## src/rtl/palette_writer_pkg.sv

```systemverilog
// Shared definitions for the palette writer.
//   RGB_BIT  bits per colour entry
//   NUM_PAL  number of palettes
//   PAL_AW   palette address width
//   ROW_W    width of one packed palette row {c00,c01,c10,c11}
//   state_e  commit FSM encoding
//   slot_lsb helper: LSB position of a colour slot inside a packed row
package palette_writer_pkg;

   localparam int unsigned RGB_BIT = 12;
   localparam int unsigned NUM_PAL = 4;
   localparam int unsigned PAL_AW  = 2;
   localparam int unsigned ROW_W   = 4 * RGB_BIT;

   typedef enum logic [1:0] {
      StIdle,
      StPending,
      StCopy,
      StDone
   } state_e;

   // Slot 0 lives in the MSBs, slot 3 in the LSBs.
   function automatic int unsigned slot_lsb(input logic [1:0] idx);
      return (32'd3 - 32'(idx)) * RGB_BIT;
   endfunction

endpackage

```

## src/rtl/palette_dirty_scan.sv

```systemverilog
// Priority encoder over the dirty-palette mask.
//   dirty   in   NUM_PAL  one bit per palette with uncommitted shadow data
//   lowest  out  PAL_AW   index of the lowest set bit (0 when none set)
//   any     out  1        at least one bit set
module palette_dirty_scan
   import palette_writer_pkg::*;
(
   input  logic [NUM_PAL-1:0] dirty,
   output logic [PAL_AW-1:0]  lowest,
   output logic               any
);

   // Walk from the top down so the last hit is the lowest index.
   always_comb begin
      lowest = '0;
      any    = 1'b0;
      for (int i = NUM_PAL - 1; i >= 0; i--) begin
         if (dirty[i]) begin
            lowest = PAL_AW'(i);
            any    = 1'b1;
         end
      end
   end

endmodule

```

## src/rtl/palette_writer.sv

```systemverilog
// Palette writer: collects CPU colour writes in a shadow palette store and
// copies dirty palette rows into the live palette memory during vblank, so
// the renderer never observes a half-updated palette mid-frame.
//   clk, rst     clock, synchronous active-high reset
//   wr_*         CPU colour-write channel (valid/ready handshake)
//   commit_req   pulse: commit all dirty palettes at the next vblank
//   vblank       level, high during vertical blank
//   busy         commit pending or copying
//   commit_done  one-cycle pulse when a commit finishes
//   pal_we/pal_waddr/pal_wdata  registered live palette memory write port
module palette_writer
   import palette_writer_pkg::*;
(
   input  logic                 clk,
   input  logic                 rst,
   input  logic                 wr_valid,
   output logic                 wr_ready,
   input  logic [PAL_AW-1:0]    wr_pal,
   input  logic [1:0]           wr_idx,
   input  logic [RGB_BIT-1:0]   wr_color,
   input  logic                 commit_req,
   input  logic                 vblank,
   output logic                 busy,
   output logic                 commit_done,
   output logic                 pal_we,
   output logic [PAL_AW-1:0]    pal_waddr,
   output logic [ROW_W-1:0]     pal_wdata
);

   state_e              state_q;
   logic [NUM_PAL-1:0]  dirty_q;
   logic [NUM_PAL-1:0]  dirty_w;
   logic [ROW_W-1:0]    shadow_q [NUM_PAL];
   logic [ROW_W-1:0]    shadow_w [NUM_PAL];

   logic                wr_ready_q;
   logic                busy_q;
   logic                commit_done_q;
   logic                pal_we_q;
   logic [PAL_AW-1:0]   pal_waddr_q;
   logic [ROW_W-1:0]    pal_wdata_q;

   logic                wr_fire;
   logic [PAL_AW-1:0]   scan_idx;
   logic                scan_any;

   assign wr_fire = wr_valid & wr_ready_q;

   // Shadow/dirty with this cycle's accepted write merged in. The FSM works
   // from these so a write landing on the same edge as a commit decision or
   // the first copy is still included.
   always_comb begin
      shadow_w = shadow_q;
      dirty_w  = dirty_q;
      if (wr_fire) begin
         shadow_w[wr_pal][slot_lsb(wr_idx) +: RGB_BIT] = wr_color;
         dirty_w[wr_pal] = 1'b1;
      end
   end

   palette_dirty_scan u_scan (
      .dirty  (dirty_w),
      .lowest (scan_idx),
      .any    (scan_any)
   );

   always_ff @(posedge clk) begin
      if (rst) begin
         state_q       <= StIdle;
         dirty_q       <= '0;
         for (int i = 0; i < NUM_PAL; i++) begin
            shadow_q[i] <= '0;
         end
         wr_ready_q    <= 1'b1;
         busy_q        <= 1'b0;
         commit_done_q <= 1'b0;
         pal_we_q      <= 1'b0;
         pal_waddr_q   <= '0;
         pal_wdata_q   <= '0;
      end else begin
         shadow_q      <= shadow_w;
         dirty_q       <= dirty_w;
         pal_we_q      <= 1'b0;
         commit_done_q <= 1'b0;

         unique case (state_q)
            StIdle: begin
               if (commit_req) begin
                  if (dirty_w == '0) begin
                     state_q       <= StDone;
                     commit_done_q <= 1'b1;
                  end else begin
                     state_q <= StPending;
                     busy_q  <= 1'b1;
                  end
               end
            end
            StPending: begin
               // The first row goes out on the edge that enters COPY, so
               // pal_we is high for every cycle spent in COPY.
               if (vblank) begin
                  state_q           <= StCopy;
                  wr_ready_q        <= 1'b0;
                  pal_we_q          <= 1'b1;
                  pal_waddr_q       <= scan_idx;
                  pal_wdata_q       <= shadow_w[scan_idx];
                  dirty_q[scan_idx] <= 1'b0;
               end
            end
            StCopy: begin
               // Writes are blocked here, so dirty_w only shrinks.
               if (scan_any) begin
                  pal_we_q          <= 1'b1;
                  pal_waddr_q       <= scan_idx;
                  pal_wdata_q       <= shadow_w[scan_idx];
                  dirty_q[scan_idx] <= 1'b0;
               end else begin
                  state_q       <= StDone;
                  wr_ready_q    <= 1'b1;
                  busy_q        <= 1'b0;
                  commit_done_q <= 1'b1;
               end
            end
            StDone: begin
               state_q <= StIdle;
            end
            default: begin
               state_q <= StIdle;
            end
         endcase
      end
   end

   assign wr_ready    = wr_ready_q;
   assign busy        = busy_q;
   assign commit_done = commit_done_q;
   assign pal_we      = pal_we_q;
   assign pal_waddr   = pal_waddr_q;
   assign pal_wdata   = pal_wdata_q;

endmodule

```

## config.mk

```make
export PLATFORM = sky130hd
export DESIGN_NAME = palette_writer
export DESIGN_NICKNAME = d
export VERILOG_FILES = /design/src/rtl/palette_writer_pkg.sv /design/src/rtl/palette_dirty_scan.sv /design/src/rtl/palette_writer.sv
export SDC_FILE = /design/constraint.sdc
export NUM_CORES = 1
export LEC_CHECK = 0
export CAP_MARGIN = 20
export CORE_AREA = 2 2 223 225
export CTS_CLUSTER_DIAMETER = 40
export DETAILED_ROUTE_END_ITERATION = 16
export DIE_AREA = 0 0 225 227
export PLACE_DENSITY = 0.47
export RECOVER_POWER = 100
export REMOVE_ABC_BUFFERS = 1
export SLEW_MARGIN = 40
export SYNTH_ARGS = -nofsm -noshare
export SYNTH_HDL_FRONTEND = slang
export SYNTH_HIERARCHICAL = 1
export SYNTH_SLANG_ARGS = --single-unit
```

## constraint.sdc

```tcl
create_clock -name clk -period 3.6 [get_ports clk]
set_input_delay 1.08 -clock clk [delete_from_list [all_inputs] [get_ports clk]]
set_output_delay 1.08 -clock clk [all_outputs]
set_load 0.005 [all_outputs]
```

==> flow_metrics.py, run 1 <==
metrics = {
    "setup_path": {
        "worst_path_max_delay_cell": "dlygate4sd3_1",
        "crit_buf_inv": 4,
        "endpoint_kind": "flop",
        "cp.arrival_ns": 4.05,
        "slowest_delay_ns": 0.63,
        "required_ns": 4.09,
        "path_cells": "dlygate4sd3_1 -> inv_1 -> ha_1 -> clkbuf_4 -> or4b_1 -> a311oi_1 -> buf_4 -> nand2_1 -> a21o_1 -> a21oi_1",
        "cp_max_fo": 5,
        "crit_family": "buffers and inverters",
        "cp-start-kind": "input port",
        "criticalPathCategory": "in2reg",
    },
    "synth": {
        "syn_inst": 1495,
        "synth_area_per_cell_um2": 8.07,
        "yosysTopAreaCell": "dfxtp_1",
        "ys_warn_count": 6,
        "ys_seq_elements": 252,
        "yosys-top-cells-area": "dfxtp_1 (42%), nand2_1 (6.5%), a21oi_1 (5.9%)",
        "synthArstFlopShare_pct": 0,
        "synth.cell_area_um2": 12100,
        "synth_cell_type_count": 83,
        "synth_top_area_share_pct": 41.8,
        "synth_edf_count": 0,
        "synth_ff_type": "dfxtp_1",
        "ys_seq_area_share_pct": 41.8,
    },
    "job": {
        "drv.max_cap_violation_count": 0,
    },
    "floorplan": {
        "die_x_um": 225,
        "die_area_um2": 51100,
        "start_util_pct": 24.9,
        "rows": 81,
        "ios": 75,
        "core_area_um2": 48500,
        "fp.dieH_um": 227,
    },
    "global_route": {
        "grt_pass1_vias": 12100,
        "grt_first_pass_wirelength_um": 73300,
        "use_met2_pct": 29.6,
        "grtUsageTotal_pct": 18.8,
        "gr-total-overflow": 0,
        "antenna_found_initial": 1,
        "grt_max_degree": 74,
        "met1_usage_pct": 25.9,
        "grt_util_met3_pct": 3.28,
        "busiest_layer": "met2",
    },
    "status": {
        "status": "completed",
    },
    "sta": {
        "period_needed_ns": 3.56,
        "tns_ns": 0,
        "fin_skew_ns": 0.0159,
        "relSlewSlack_pct": 45.5,
        "hold_violations": 0,
        "tightestPinTransition_ns": 0.817,
        "min_period_over_period_pct": 99.0,
        "setup_viol": 0,
        "finalMaxSlewViolations": 0,
        "rsz0062_at_grt": "yes",
        "fmax_ghz": 0.281,
        "worst_slack_ns": 0.0377,
    },
    "detailed_routing": {
        "drc": 0,
        "drt-initial-drc-count": 1035,
        "vias_per_cell": 5.01,
        "drt_pass1_iterations": 8,
        "vias": 12300,
        "wl_per_cell_um": 19.6,
        "wirelength_um": 48100,
        "drtAntennaViolNets": 0,
    },
    "finish": {
        "drive_above_1_share_pct": 20.0,
        "area_growth_pct": 38.6,
        "fin_util_pct": 34.5,
        "final_cell_mix": "dfxtp_1 (252), buf_4 (224), nand2_1 (210)",
        "insertedDiodeCount": 0,
        "fill_cells": 5077,
        "mostFrequentLayoutCell": "dfxtp_1",
        "final_nets": 1819,
    },
    "clocking": {
        "numCtsBuffers": 46,
        "htreeDepth": 2,
        "cts_sinks": 252,
        "clockBufferDepth": 3,
        "tritoncts": "built",
        "post_cts_buffers": 0,
        "cts.repair.resized": 0,
        "clockRootBuffer": "clkbuf_16",
        "clkSlewWorstSetupHoldPaths_ns": 0.05,
        "ctsHoldBuffers": 0,
        "clk_latency_ns": 0.56,
    },
    "placement": {
        "gp_congestion": 0.878,
        "io_buffers": 74,
        "place_hpwl_um": 35300,
        "place_ws_ns": -0.532,
    },
    "min_path": {
        "worstHoldPathType": "reg2reg",
    },
    "pwr": {
        "p_leak_nw": 6.34,
        "powerDensity_nw_per_um2": 675,
        "peakVddDrop_uv": 412,
    },
}
==> worst min-delay path, stage by stage (launching register included) <==
cell and delay, ns:
dfxtp_1 0.30, nand2_1 0.05, a21oi_1 0.05
==> cell type report <==
cell class,count,area [um^2],area share [%]
multi-input combinational,1108,6390,38.2
sequential,252,5040,30.2
timing repair buffer,371,2870,17.2
clock buffer,61,1340,8.02
tap,622,778,4.65
clock inverter,24,262,1.56
inverter,11,41.3,0.247
==> worst paths after layout <==
path / from / end / slack, ns / depth (start not counted)
setup / recovery: wr_idx[0] / pal_wdata[14] / 0.04 / 10
hold / removal: shadow_q[44] / shadow_q[44] / 0.45 / 2
setup reg to reg: wr_ready / pal_wdata[40] / 0.61 / 11
hold reg to reg: shadow_q[44] / shadow_q[44] / 0.45 / 2
==> report_power, final <==
group / switching [mW] / total [mW] / internal, mW
registers: 0.182 / 3.24 / 3.06
logic: 2.05 / 3.62 / 1.57
clock network: 1.52 / 4.44 / 2.91
==> registers in the layout, summed over array words and instances, names as in the netlist <==
| signal | cells |
|---|---|
| state_q | 2 |
| pal_wdata | 48 |
| busy | 1 |
| wr_ready | 1 |
| pal_waddr | 2 |
| shadow_q | 192 |
| dirty_q | 4 |
| commit_done | 1 |
| pal_we | 1 |
==> logic make-up (layout without fill, tap and decap cells) <==
| kind of cell | after synthesis | count (layout) | share of synthesized area, % |
|---|---|---|---|
| simple gates | 589 | 589 | 23.0 |
| compound gates | 446 | 446 | 23.8 |
| flops | 252 | 252 | 41.8 |
| buf+inv | 135 | 467 | 5.03 |
| mux | 61 | 61 | 5.22 |
| fa+ha+maj | 8 | 8 | 0.829 |
| xor+xnor | 4 | 4 | 0.352 |
==> through the flow <==
step / std cells / cell area (um^2) / hold slack [ns] / power [mW]
after floorplan: 1371 / 11500 / 0.421 / 4.72
after global placement: 2364 / 15400 / 0.436 / 6.99
after detailed placement: 2364 / 15400 / 0.442 / 7.01
after CTS: 2449 / 17000 / 0.449 / 11.5
after global routing: 2449 / 16700 / 0.470 / 11.8
final: 2449 / 16700 / 0.446 / 11.3
==> metal layers <==
metal / part of all wire, % / wire length (um) / up-vias
met2: 44 / 21300 / 346
met1: 47 / 22800 / 5894
met5: 0 / 0 / -
met3: 5.5 / 2650 / 80
li1: - / - / 5942
met4: 2.9 / 1370 / 0
==> Yosys cell counts, types with 12 or more instances <==
library cell  instances
dfxtp_1             252
nand2_1             210
nor2_1              189
a21oi_1             142
o21ai_0             103
clkbuf_1             82
mux2i_1              54
a31oi_1              33
nand3_1              32
buf_2                29
and3_1               28
and2_1               24
a22oi_1              21
a211oi_1             20
o22ai_1              20
nand2b_1             14
a221oi_1             13
nor3_1               13
nor2b_1              12
Note: power is estimated with default switching activity, not from simulation.
==> run 2, diff against run 1 <==
Settings changed: SLEW_MARGIN 40 to 20.
==> results of run 2 <==
Final layout, timing and power as in run 1 (identical DEF).
